<file path="src/rtl/riscv_mem_arbiter_pkg.sv">
// -----------------------------------------------------------------------------
// riscv_mem_arbiter_pkg
// Shared encodings for the fetch/data memory arbiter.
//   - arb_state_t   : arbiter FSM states (2 bits)
//   - ARB_GNT_*     : encodings of the o_arb_grant owner field
//   - ARB_FETCH_BSEL: byte-lane mask used for every instruction fetch
// -----------------------------------------------------------------------------
package riscv_mem_arbiter_pkg;

    typedef enum logic [1:0] {
        ARB_IDLE   = 2'b00,
        ARB_BUSY_I = 2'b01,
        ARB_BUSY_D = 2'b10,
        ARB_RESP   = 2'b11
    } arb_state_t;

    localparam logic [1:0] ARB_GNT_NONE = 2'b00;
    localparam logic [1:0] ARB_GNT_IF   = 2'b01;
    localparam logic [1:0] ARB_GNT_DM   = 2'b10;

    // Fetches are always full 32-bit words.
    localparam logic [3:0] ARB_FETCH_BSEL = 4'b1111;

endpackage

</file>
<file path="src/rtl/riscv_mem_arbiter_if.sv">
// -----------------------------------------------------------------------------
// riscv_mem_arbiter_if
// Bundles every handshake/bus signal of the memory arbiter. Signal names are
// given from the arbiter's point of view (i_ = into arbiter, o_ = out of it).
//   Fetch port : i_if_req, i_if_addr, o_if_rdata, o_if_valid
//   Data port  : i_dm_req, i_dm_we, i_dm_addr, i_dm_wdata, i_dm_byte_sel,
//                o_dm_rdata, o_dm_valid
//   Memory port: o_mem_req, o_mem_we, o_mem_addr, o_mem_wdata, o_mem_byte_sel,
//                i_mem_ready, i_mem_rdata
//   Status     : o_arb_stall, o_arb_grant, o_arb_err
// Modports:
//   slave  - the arbiter itself
//   master - the surrounding core + memory model
// -----------------------------------------------------------------------------
interface riscv_mem_arbiter_if #(
    parameter int XLEN = 32
);
    // Fetch requester
    logic            i_if_req;
    logic [XLEN-1:0] i_if_addr;
    logic [XLEN-1:0] o_if_rdata;
    logic            o_if_valid;

    // Data requester
    logic            i_dm_req;
    logic            i_dm_we;
    logic [XLEN-1:0] i_dm_addr;
    logic [XLEN-1:0] i_dm_wdata;
    logic [3:0]      i_dm_byte_sel;
    logic [XLEN-1:0] o_dm_rdata;
    logic            o_dm_valid;

    // Shared memory
    logic            o_mem_req;
    logic            o_mem_we;
    logic [XLEN-1:0] o_mem_addr;
    logic [XLEN-1:0] o_mem_wdata;
    logic [3:0]      o_mem_byte_sel;
    logic            i_mem_ready;
    logic [XLEN-1:0] i_mem_rdata;

    // Status
    logic            o_arb_stall;
    logic [1:0]      o_arb_grant;
    logic            o_arb_err;

    modport slave (
        input  i_if_req, i_if_addr,
        output o_if_rdata, o_if_valid,
        input  i_dm_req, i_dm_we, i_dm_addr, i_dm_wdata, i_dm_byte_sel,
        output o_dm_rdata, o_dm_valid,
        output o_mem_req, o_mem_we, o_mem_addr, o_mem_wdata, o_mem_byte_sel,
        input  i_mem_ready, i_mem_rdata,
        output o_arb_stall, o_arb_grant, o_arb_err
    );

    modport master (
        output i_if_req, i_if_addr,
        input  o_if_rdata, o_if_valid,
        output i_dm_req, i_dm_we, i_dm_addr, i_dm_wdata, i_dm_byte_sel,
        input  o_dm_rdata, o_dm_valid,
        input  o_mem_req, o_mem_we, o_mem_addr, o_mem_wdata, o_mem_byte_sel,
        output i_mem_ready, i_mem_rdata,
        input  o_arb_stall, o_arb_grant, o_arb_err
    );

endinterface

</file>
<file path="src/rtl/riscv_mem_arbiter.sv">
// -----------------------------------------------------------------------------
// riscv_mem_arbiter
// Shares one single-port memory between the RV32I fetch port and the MEM-stage
// data port. One access is in flight at a time; data has fixed priority over
// fetch. A completion is signalled by a one-cycle valid pulse to the owner, and
// the pipeline is stalled while any requester is still waiting.
// Ports:
//   i_clk, i_rst : clock, synchronous active-high reset
//   bus          : riscv_mem_arbiter_if.slave (fetch, data, memory, status)
// Parameters:
//   XLEN           : data/address width
//   TIMEOUT_CYCLES : busy cycles without i_mem_ready before abort (1..255)
// -----------------------------------------------------------------------------
module riscv_mem_arbiter
    import riscv_mem_arbiter_pkg::*;
#(
    parameter int XLEN           = 32,
    parameter int TIMEOUT_CYCLES = 16
) (
    input  logic                  i_clk,
    input  logic                  i_rst,
    riscv_mem_arbiter_if.slave    bus
);

    // Counter value seen in the last permitted busy cycle.
    localparam logic [7:0] TMO_LAST = 8'(TIMEOUT_CYCLES - 1);

    arb_state_t      r_state;
    logic [7:0]      r_tmo_cnt;

    logic            r_mem_req;
    logic            r_mem_we;
    logic [XLEN-1:0] r_mem_addr;
    logic [XLEN-1:0] r_mem_wdata;
    logic [3:0]      r_mem_byte_sel;

    logic [XLEN-1:0] r_if_rdata;
    logic            r_if_valid;
    logic [XLEN-1:0] r_dm_rdata;
    logic            r_dm_valid;

    logic [1:0]      r_grant;
    logic            r_err;

    always_ff @(posedge i_clk) begin
        if (i_rst) begin
            r_state        <= ARB_IDLE;
            r_tmo_cnt      <= '0;
            r_mem_req      <= 1'b0;
            r_mem_we       <= 1'b0;
            r_mem_addr     <= '0;
            r_mem_wdata    <= '0;
            r_mem_byte_sel <= '0;
            r_if_rdata     <= '0;
            r_if_valid     <= 1'b0;
            r_dm_rdata     <= '0;
            r_dm_valid     <= 1'b0;
            r_grant        <= ARB_GNT_NONE;
            r_err          <= 1'b0;
        end else begin
            case (r_state)
                ARB_IDLE: begin
                    // Data wins: the MEM stage holds the older instruction.
                    if (bus.i_dm_req) begin
                        r_mem_req      <= 1'b1;
                        r_mem_we       <= bus.i_dm_we;
                        r_mem_addr     <= bus.i_dm_addr;
                        r_mem_wdata    <= bus.i_dm_wdata;
                        r_mem_byte_sel <= bus.i_dm_byte_sel;
                        r_grant        <= ARB_GNT_DM;
                        r_state        <= ARB_BUSY_D;
                    end else if (bus.i_if_req) begin
                        r_mem_req      <= 1'b1;
                        r_mem_we       <= 1'b0;
                        r_mem_addr     <= bus.i_if_addr;
                        r_mem_wdata    <= '0;
                        r_mem_byte_sel <= ARB_FETCH_BSEL;
                        r_grant        <= ARB_GNT_IF;
                        r_state        <= ARB_BUSY_I;
                    end
                end

                ARB_BUSY_I, ARB_BUSY_D: begin
                    // Ready takes precedence, so a response arriving in the
                    // final permitted cycle still completes normally.
                    if (bus.i_mem_ready) begin
                        if (r_state == ARB_BUSY_I) begin
                            r_if_rdata <= bus.i_mem_rdata;
                            r_if_valid <= 1'b1;
                        end else begin
                            r_dm_rdata <= r_mem_we ? '0 : bus.i_mem_rdata;
                            r_dm_valid <= 1'b1;
                        end
                        r_mem_req <= 1'b0;
                        r_grant   <= ARB_GNT_NONE;
                        r_state   <= ARB_RESP;
                    end else if (r_tmo_cnt == TMO_LAST) begin
                        // Abort: complete the owner with zero data and flag it.
                        if (r_state == ARB_BUSY_I) begin
                            r_if_rdata <= '0;
                            r_if_valid <= 1'b1;
                        end else begin
                            r_dm_rdata <= '0;
                            r_dm_valid <= 1'b1;
                        end
                        r_err     <= 1'b1;
                        r_mem_req <= 1'b0;
                        r_grant   <= ARB_GNT_NONE;
                        r_state   <= ARB_RESP;
                    end else begin
                        r_tmo_cnt <= r_tmo_cnt + 8'd1;
                    end
                end

                ARB_RESP: begin
                    // Valid was raised on entry; drop it after one cycle.
                    r_if_valid <= 1'b0;
                    r_dm_valid <= 1'b0;
                    r_grant    <= ARB_GNT_NONE;
                    r_tmo_cnt  <= '0;
                    r_state    <= ARB_IDLE;
                end

                default: begin
                    r_state <= ARB_IDLE;
                end
            endcase
        end
    end

    assign bus.o_mem_req      = r_mem_req;
    assign bus.o_mem_we       = r_mem_we;
    assign bus.o_mem_addr     = r_mem_addr;
    assign bus.o_mem_wdata    = r_mem_wdata;
    assign bus.o_mem_byte_sel = r_mem_byte_sel;

    assign bus.o_if_rdata     = r_if_rdata;
    assign bus.o_if_valid     = r_if_valid;
    assign bus.o_dm_rdata     = r_dm_rdata;
    assign bus.o_dm_valid     = r_dm_valid;

    assign bus.o_arb_grant    = r_grant;
    assign bus.o_arb_err      = r_err;

    // A requester stops stalling in the same cycle its valid pulse appears.
    assign bus.o_arb_stall    = (bus.i_if_req & ~r_if_valid) |
                                (bus.i_dm_req & ~r_dm_valid);

endmodule

</file>
<file path="src/flat_wrapper.sv">
// flat-port wrapper written by rule: the top's interface ports become plain ports
module riscv_mem_arbiter_flat import riscv_mem_arbiter_pkg::*;
#(
    parameter int XLEN           = 32,
    parameter int TIMEOUT_CYCLES = 16
)
  (i_clk, i_rst, bus_i_if_req, bus_i_if_addr, bus_o_if_rdata, bus_o_if_valid, bus_i_dm_req, bus_i_dm_we, bus_i_dm_addr, bus_i_dm_wdata, bus_i_dm_byte_sel, bus_o_dm_rdata, bus_o_dm_valid, bus_o_mem_req, bus_o_mem_we, bus_o_mem_addr, bus_o_mem_wdata, bus_o_mem_byte_sel, bus_i_mem_ready, bus_i_mem_rdata, bus_o_arb_stall, bus_o_arb_grant, bus_o_arb_err);
  riscv_mem_arbiter_if #(.XLEN(XLEN)) bus_i ();
  input  logic i_clk;
  input  logic i_rst;
  input wire logic [$bits(bus_i.i_if_req)-1:0] bus_i_if_req;
  input wire logic [$bits(bus_i.i_if_addr)-1:0] bus_i_if_addr;
  output wire logic [$bits(bus_i.o_if_rdata)-1:0] bus_o_if_rdata;
  output wire logic [$bits(bus_i.o_if_valid)-1:0] bus_o_if_valid;
  input wire logic [$bits(bus_i.i_dm_req)-1:0] bus_i_dm_req;
  input wire logic [$bits(bus_i.i_dm_we)-1:0] bus_i_dm_we;
  input wire logic [$bits(bus_i.i_dm_addr)-1:0] bus_i_dm_addr;
  input wire logic [$bits(bus_i.i_dm_wdata)-1:0] bus_i_dm_wdata;
  input wire logic [$bits(bus_i.i_dm_byte_sel)-1:0] bus_i_dm_byte_sel;
  output wire logic [$bits(bus_i.o_dm_rdata)-1:0] bus_o_dm_rdata;
  output wire logic [$bits(bus_i.o_dm_valid)-1:0] bus_o_dm_valid;
  output wire logic [$bits(bus_i.o_mem_req)-1:0] bus_o_mem_req;
  output wire logic [$bits(bus_i.o_mem_we)-1:0] bus_o_mem_we;
  output wire logic [$bits(bus_i.o_mem_addr)-1:0] bus_o_mem_addr;
  output wire logic [$bits(bus_i.o_mem_wdata)-1:0] bus_o_mem_wdata;
  output wire logic [$bits(bus_i.o_mem_byte_sel)-1:0] bus_o_mem_byte_sel;
  input wire logic [$bits(bus_i.i_mem_ready)-1:0] bus_i_mem_ready;
  input wire logic [$bits(bus_i.i_mem_rdata)-1:0] bus_i_mem_rdata;
  output wire logic [$bits(bus_i.o_arb_stall)-1:0] bus_o_arb_stall;
  output wire logic [$bits(bus_i.o_arb_grant)-1:0] bus_o_arb_grant;
  output wire logic [$bits(bus_i.o_arb_err)-1:0] bus_o_arb_err;
  assign bus_i.i_if_req = bus_i_if_req;
  assign bus_i.i_if_addr = bus_i_if_addr;
  assign bus_o_if_rdata = bus_i.o_if_rdata;
  assign bus_o_if_valid = bus_i.o_if_valid;
  assign bus_i.i_dm_req = bus_i_dm_req;
  assign bus_i.i_dm_we = bus_i_dm_we;
  assign bus_i.i_dm_addr = bus_i_dm_addr;
  assign bus_i.i_dm_wdata = bus_i_dm_wdata;
  assign bus_i.i_dm_byte_sel = bus_i_dm_byte_sel;
  assign bus_o_dm_rdata = bus_i.o_dm_rdata;
  assign bus_o_dm_valid = bus_i.o_dm_valid;
  assign bus_o_mem_req = bus_i.o_mem_req;
  assign bus_o_mem_we = bus_i.o_mem_we;
  assign bus_o_mem_addr = bus_i.o_mem_addr;
  assign bus_o_mem_wdata = bus_i.o_mem_wdata;
  assign bus_o_mem_byte_sel = bus_i.o_mem_byte_sel;
  assign bus_i.i_mem_ready = bus_i_mem_ready;
  assign bus_i.i_mem_rdata = bus_i_mem_rdata;
  assign bus_o_arb_stall = bus_i.o_arb_stall;
  assign bus_o_arb_grant = bus_i.o_arb_grant;
  assign bus_o_arb_err = bus_i.o_arb_err;
  riscv_mem_arbiter #(.XLEN(XLEN), .TIMEOUT_CYCLES(TIMEOUT_CYCLES)) u_core (.i_clk(i_clk), .i_rst(i_rst), .bus(bus_i));
endmodule
</file>
<file path="config.mk">
export PLATFORM = sky130hd
export DESIGN_NAME = riscv_mem_arbiter_flat
export DESIGN_NICKNAME = d
export VERILOG_FILES = /design/src/rtl/riscv_mem_arbiter_pkg.sv /design/src/rtl/riscv_mem_arbiter_if.sv /design/src/rtl/riscv_mem_arbiter.sv /design/src/flat_wrapper.sv
export SDC_FILE = /design/constraint.sdc
export NUM_CORES = 1
export LEC_CHECK = 0
export ABC_CLOCK_PERIOD_IN_PS = 6050
export CORE_AREA = 2 2 117 119
export DETAILED_ROUTE_END_ITERATION = 12
export DIE_AREA = 0 0 119 121
export PLACE_DENSITY = 0.85
export SETUP_SLACK_MARGIN = 0.3
export SKIP_CTS_REPAIR_TIMING = 1
export SLEW_MARGIN = 40
export SYNTH_ARGS = -nofsm -noshare
export SYNTH_HDL_FRONTEND = slang
export SYNTH_SLANG_ARGS = --single-unit
</file>
<file path="constraint.sdc">
create_clock -name i_clk -period 6.05 [get_ports i_clk]
set_clock_uncertainty 0.05 [all_clocks]
set_input_delay 1.21 -clock i_clk [delete_from_list [all_inputs] [get_ports i_clk]]
set_output_delay 1.21 -clock i_clk [all_outputs]
set_load 0.03 [all_outputs]
</file>
==> metrics.md, run 1 <==
| Metric | Value |
|---|---|
| CP Class | `input pin to primary output` |
| Post-detail-place hpwl | `12200 um` |
| Comb pwr share | `37.4%` |
| Number of CTS-inserted buffers | `17` |
| Count leader, synth | `dfxtp_1` |
| Syn nets | `742` |
| Total power | `3650 uW` |
| # diodes | `0` |
| Reg2reg setup slack | `approximately 3.7 ns` |
| First-pass GRT wire length | `27600 um` |
| Vias in the first global route | `5291` |
| Die Y | `around 120 um` |
| Final Hold Viols | `0` |
| Crit path max fanout | `3` |
| Worst Tran Pin Value | `0.655 ns` |
| Total track usage | `24.4%` |
| Site row count | `42` |
| Sw Pwr | `~1300 uW` |
| DIE AREA | `14400 um^2` |
| Yosys cell types | `43` |
| Root Buffer | `clkbuf_16` |
| Pre-CTS setup slack | `2.11 ns` |
| Crit path depth | `4` |
| I/O pin cnt | `278` |
| Final setup violation count | `0` |
| CTS tree | `done` |
| Met1 GRT Util | `29.3%` |
| Clk slew on worst S/H paths | `around 0.060 ns` |
| Vias per cell | `5.28` |
| Post-synth ARST share | `0%` |
| Worst path buffer plus inverter count | `3` |
| Leakage power total | `0.00343 uW` |
| WP data required | `approximately 4.8 ns` |
| Synth area leader | `dfxtp_1` |
| Worst setup SP type | `input pin` |
| Setup TNS | `0 ns` |
| Crit path capture type | `primary output` |
| WL/cell | `16.9 um` |
| Status | `finished clean` |
| Syn. warnings | `0` |
| Most used DFF post-synth | `dfxtp_1` |
| Later-pin clock latency in the skew report | `between 0.4 and 0.5 ns` |
| Max_slew headroom | `a little under three fifths` |
| Post-route worst setup slack | `2.10 ns` |
| CP most frequent cell | `clkdlybuf4s50_1` |
| Critical Path, Cell by Cell | `clkdlybuf4s50_1 -> inv_1 -> o22ai_1 -> clkdlybuf4s50_1` |
| Final Net Count | `996` |
| Crit path launch | `bus_i_if_req` |
| Number of DRC markers in iteration 0 | `471` |
| Reg2Reg Launch Point | `u_core.r_state[0]` |
| Share of cells above drive strength 1 | `6.37%` |
| Critical path's top delay family | `buffers and inverters` |
| VDD IR-drop max | `0.398 mV` |
| Total number of vias | `5496` |
| Multi-input logic area | `2470 um^2` |
| Util after Layout | `69.5%` |
| Quantity of I/O buffers inserted on ports | `about 280` |
| End of the worst register-to-register path | `u_core.r_tmo_cnt[5]` |
| Fillers | `between 900 and 1000` |
| Post-synth EDFFs | `0` |
| Crit path DAT | `2.69 ns` |
| Synthesized area per cell | `9.46 um^2` |
| GR Layer Usage met3 | `8.22%` |
| Seq cells post-synth | `149` |
| DRC violation count after routing | `0` |
| Switching part of the total | `36.4%` |
| Synth top cells by count | `dfxtp_1 (149), nor2_1 (79), a21oi_1 (44)` |
| Core Box Area | `13100 um^2` |
| Register area | `2980 um^2` |
| Unrepaired setup endpoints after global routing | `no` |
| Top-area cell type share of the netlist area | `~53%` |
| Worst Hold Class | `flip-flop to flip-flop` |
| Clock share of power | `28.1%` |
| Max cap viols | `0` |
| Synthesized area | `between 5000 and 6000 um^2` |
| CP max-delay cell | `clkdlybuf4s50_1` |
| Sequential cell fraction of total power | `between 30% and 40%` |
| Chip Width | `119 um` |
| Initial antenna violation count | `0` |
| Grt met2 use | `39.5%` |
| R2R cell count | `6` |
| Cells after Synth | `598` |
| Final ANT Viol Nets | `0` |
| H-tree depth | `4` |
| Worst setup endpoint | `bus_o_arb_stall` |
| Slew Viols, Final | `0` |
| Total gr overflow | `0` |
| Top Usage Layer GRT | `met2` |
| Period minus WS final | `just under 4 ns` |
| CP peak stage delay | `about 0.71 ns` |
| Register area share after synthesis | `52.7%` |
| Initial Utilization | `43.2%` |
| Routed wire length | `about 18000 um` |
| Area Overhead vs Synth | `60.8%` |
| Tcrit/Tclk final | `65.2%` |
| Top cells by area, synth | `dfxtp_1 (53%), mux2i_1 (6.0%), nor2_1 (5.2%)` |
| PwrDens | `401 nW/um^2` |
| Largest net degree at the start of global routing | `78` |
| F_max | `0.253 GHz` |
| Hold WS | `0.422 ns` |
| GP Congestion | `0.797` |
| Drt pass-1 iters | `5` |
| Int Pwr | `2320 uW` |
| Clk buf depth | `2` |
| Clk sink count | `149` |
[worst min path at each step]
stage,from,endpoint,cells past startpoint
floorplan,u_core.r_tmo_cnt[1],u_core.r_tmo_cnt[1],2
global placement,u_core.bus.o_arb_err,u_core.bus.o_arb_err,2
detailed placement,u_core.bus.o_dm_rdata[6],u_core.bus.o_dm_rdata[6],1
CTS,u_core.bus.o_if_rdata[3],u_core.bus.o_if_rdata[3],2
global route,u_core.bus.o_dm_rdata[14],u_core.bus.o_dm_rdata[14],1
finish,u_core.bus.o_if_rdata[24],u_core.bus.o_if_rdata[24],2
[metrics by stage]
| step | std cells | area [um^2] |
|---|---|---|
| final | 1040 | 9090 |
| after global routing | 1040 | 9090 |
| after CTS | 1040 | 9090 |
| after detailed placement | 1009 | 8520 |
| after global placement | 1009 | 8520 |
| after floorplan | 598 | 5660 |
[per-layer routing]
metal / vias to the layer above / share of wire (%)
li1: 2675 / -
met5: - / 0
met3: 42 / 8.3
met4: 0 / 3.5
met1: 2526 / 41
met2: 253 / 47
[sequential cells by signal, indices dropped and copies added (netlist names), named ones only]
name	count
u_core.r_state	2
u_core.bus.o_arb_err	1
u_core.bus.o_mem_byte_sel	4
u_core.r_tmo_cnt	8
u_core.bus.o_arb_grant	2
u_core.bus.o_mem_req	1
u_core.bus.o_if_rdata	32
u_core.bus.o_mem_wdata	32
u_core.bus.o_mem_we	1
u_core.bus.o_mem_addr	32
u_core.bus.o_dm_valid	1
u_core.bus.o_dm_rdata	32
[worst register-to-register path, cell delays in order, from the launching register on]
cell and delay (ns):
dfxtp_1 0.39, inv_1 0.13, ha_1 0.53, and2b_1 0.33, o21ai_4 0.15, or4_2 0.55, a31oi_1 0.17
[layout by cell type, fill, tap and decap left out, drive strengths merged, types with 3 or more instances in the layout]
cell type / Yosys / final
inv: 6 / 8
a31oi: 6 / 6
clkdlybuf4s50: 0 / 275
a22o: 32 / 32
nand3: 6 / 6
a21oi: 46 / 46
nor3: 4 / 4
nand2: 37 / 37
o21ai: 40 / 40
nor2: 79 / 79
clkbuf: 37 / 19
and3: 3 / 3
clkinv: 0 / 6
a211oi: 32 / 32
nand2b: 3 / 3
mux2i: 34 / 34
dfxtp: 149 / 149
and2: 3 / 3
nor4: 3 / 3
o31ai: 3 / 3
ha: 6 / 6
or4: 7 / 7
nand3b: 3 / 3
a22oi: 33 / 33
buf: 13 / 10
[layout make-up]
type	count	area share [%]
clock buffer	19	4.87
clock inverter	12	1.43
inverter	6	0.248
multi-input combinational	393	27.1
sequential	149	32.8
tap	176	2.42
timing repair buffer	285	31.1
[cells by family after synthesis]
kind of cell / after synthesis / synth area share [%]
AO/OA/AOI/OAI: 196 / 23.1
adder cells (fa/ha/maj): 6 / 1.33
buffers and inverters: 56 / 3.96
flip-flops: 149 / 52.7
multiplexers: 34 / 6.02
AND/OR/NAND/NOR: 157 / 12.8
[power by group through the flow]
stage / Sequential (uW) / Clock [uW] / Combinational (uW)
floorplan: 1600 / 0 / 472
global placement: 1270 / 0 / 1360
detailed placement: 1280 / 0 / 1360
CTS: 1260 / 1040 / 1370
global route: 1280 / 1080 / 1460
finish: 1260 / 1030 / 1370
No activity file was read; power rests on OpenSTA's default activity.
==> run 2: changes to the inputs <==
--- a/config.mk
+++ b/config.mk
@@ -5,11 +5,11 @@
 export SDC_FILE = /design/constraint.sdc
 export NUM_CORES = 1
 export LEC_CHECK = 0
-export ABC_CLOCK_PERIOD_IN_PS = 6050
-export CORE_AREA = 2 2 117 119
+export ABC_CLOCK_PERIOD_IN_PS = 3900
+export CORE_AREA = 2 2 122 124
 export DETAILED_ROUTE_END_ITERATION = 12
-export DIE_AREA = 0 0 119 121
-export PLACE_DENSITY = 0.85
+export DIE_AREA = 0 0 124 126
+export PLACE_DENSITY = 0.79
 export SETUP_SLACK_MARGIN = 0.3
 export SKIP_CTS_REPAIR_TIMING = 1
 export SLEW_MARGIN = 40
==> constraint.sdc (replaced) <==
create_clock -name i_clk -period 3.9 [get_ports i_clk]
set_clock_uncertainty 0.05 [all_clocks]
set_input_delay 0.78 -clock i_clk [delete_from_list [all_inputs] [get_ports i_clk]]
set_output_delay 0.78 -clock i_clk [all_outputs]
set_load 0.03 [all_outputs]
==> run 2 against run 1 <==
  * Flip-flop and latch count did not move
  * Sequential share of layout area fell by 0.29 points
  * Register-to-register slack got worse by 2.1 ns
  * Via count fell by 0.47%
  * Core utilization fell by 5.4 points
  * Design area rose by 0.89%
  * Critical endpoint unchanged
==> metrics.md, run 2 (same netlist as run 1, synthesis figures left out) <==
| Metric | Value |
|---|---|
| Reg2Reg Launch Point | `u_core.r_state[0]` |
| Later-pin clock latency in the skew report | `0.42 ns` |
| Initial Utilization | `between 30% and 40%` |
| Hold path start | `u_core.bus.o_dm_rdata[15]` |
| Reg2reg setup slack | `1.61 ns` |
| Area Overhead vs Synth | `62.3%` |
| Final setup violation count | `0` |
| Tcrit/Tclk final | `80.4%` |
| VDD IR-drop max | `0.491 mV` |
| Number of DRC markers in iteration 0 | `306` |
| Worst path buffer plus inverter count | `3` |
| H-tree depth | `4` |
| WL/cell | `17.1 um` |
| I/O pin cnt | `about 280` |
| Total track usage | `22.7%` |
| Period minus WS final | `3.13 ns` |
| Clk sink count | `149` |
| Initial antenna violation count | `0` |
| Vias in the first global route | `between 5000 and 6000` |
| CP Class | `input pin to primary output` |
| CP most frequent cell | `clkdlybuf4s50_1` |
| Max_slew headroom | `54.9%` |
| CP max-delay cell | `clkdlybuf4s50_1` |
| Core Box Area | `14300 um^2` |
| Total number of vias | `~5500` |
| Drt pass-1 iters | `5` |
| Total gr overflow | `0` |
| Worst Tran Pin Value | `0.677 ns` |
| Share of cells above drive strength 1 | `6.35%` |
| Most frequent cells in the layout | `clkdlybuf4s50_1 (275), dfxtp_1 (149), nor2_1 (78), a21oi_1 (43), o21ai_0 (38)` |
| Status | `finished clean` |
| First-pass GRT wire length | `27400 um` |
| Root Buffer | `clkbuf_16` |
| Crit path DAT | `2.30 ns` |
| Worst setup SP type | `input pin` |
| Worst Hold Class | `flip-flop to flip-flop` |
| Crit path max fanout | `3` |
| Leakage power total | `roughly 0.0035 uW` |
| Site row count | `44` |
| Setup TNS | `0 ns` |
| Hold Path End | `u_core.bus.o_dm_rdata[15]` |
| Largest net degree at the start of global routing | `70` |
| End of the worst register-to-register path | `u_core.r_tmo_cnt[5]` |
| DIE AREA | `15600 um^2` |
| Quantity of I/O buffers inserted on ports | `~280` |
| Final Net Count | `998` |
| Final ANT Viol Nets | `0` |
| # diodes | `0` |
| Die Y | `between 100 and 150 um` |
| Util after Layout | `between 60% and 70%` |
| DRC violation count after routing | `0` |
| PwrDens | `635 nW/um^2` |
| F_max | `0.319 GHz` |
| Max cap viols | `0` |
| Routed wire length | `17900 um` |
| CP peak stage delay | `roughly 0.75 ns` |
| Vias per cell | `5.21` |
| R2R cell count | `6` |
| Slew Viols, Final | `0` |
| Commonest non-fill, non-tap cell in the layout | `clkdlybuf4s50_1` |
| Post-detail-place hpwl | `12600 um` |
| GP Congestion | `0.746` |
| WHS Path Cells | `1` |
| Clk buf depth | `2` |
| WP data required | `3.07 ns` |
| Critical path's top delay family | `buffers and inverters` |
| Number of CTS-inserted buffers | `17` |
| Critical Path, Cell by Cell | `clkdlybuf4s50_1 -> inv_1 -> o22ai_1 -> clkdlybuf4s50_1` |
| Crit path capture type | `primary output` |
| Unrepaired setup endpoints after global routing | `no` |
| CTS tree | `done` |
| Clk slew on worst S/H paths | `about 0.060 ns` |
| Final Hold Viols | `0` |
| Chip Width | `124 um` |
[run 2: area by class of cell]
type | instances | area, um^2
Timing Repair Buffer | 287 | 2840
Clock inverter | 8 | 146
Tap cell | 184 | 230
Fill cell | 1201 | 5140
Sequential cell | 149 | 2980
Inverter | 6 | 22.5
Clock buffer | 23 | 488
Multi-Input combinational cell | 393 | 2470
[run 2: report_power, final]
part           total, uW  leakage, uW  switching [uW]  internal [uW]
logic               2120      0.00194            1270            854
registers           1950      0.00122             152           1800
clock network       1750     0.000309             617           1130
[run 2: worst reg2reg max path, delay by kind of cell, from the launching register on]
family          cells  cell delay, ns
simple gates        2            0.85
fa+ha+maj           1            0.50
flops               1            0.38
compound gates      2            0.31
buf+inv             1            0.13
[run 2: layer usage]
metal	GRT usage [%]	vias to the layer above	routed length (um)
li1	-	2672	-
met1	26.5	2531	7260
met2	38.4	241	8610
met3	8.33	26	1730
met4	7.20	0	322
met5	0	-	0
[run 2: how the worst max path moves through the flow]
stage	from	endpoint	slack, ns	depth (start not counted)
final	bus_i_if_req	bus_o_arb_stall	0.77	4
after global routing	bus_i_if_req	bus_o_arb_stall	0.75	4
after CTS	bus_i_if_req	bus_o_arb_stall	0.78	4
after detailed placement	bus_i_if_req	bus_o_arb_stall	0.79	4
after global placement	bus_i_if_req	bus_o_arb_stall	0.86	4
after floorplan	bus_i_dm_req	bus_o_arb_stall	1.76	2
[run 2: stage by stage]
stage                     setup slack [ns]  total power (uW)  area [um^2]  hold slack, ns  cells
after floorplan                       1.76              3210         5660           0.424    598
after global placement               0.865              4080         8540           0.405   1019
after detailed placement             0.791              4110         8540           0.404   1019
after CTS                            0.777              5870         9180           0.424   1050
after global routing                 0.751              6110         9180           0.432   1050
final                                0.765              5830         9180           0.419   1050
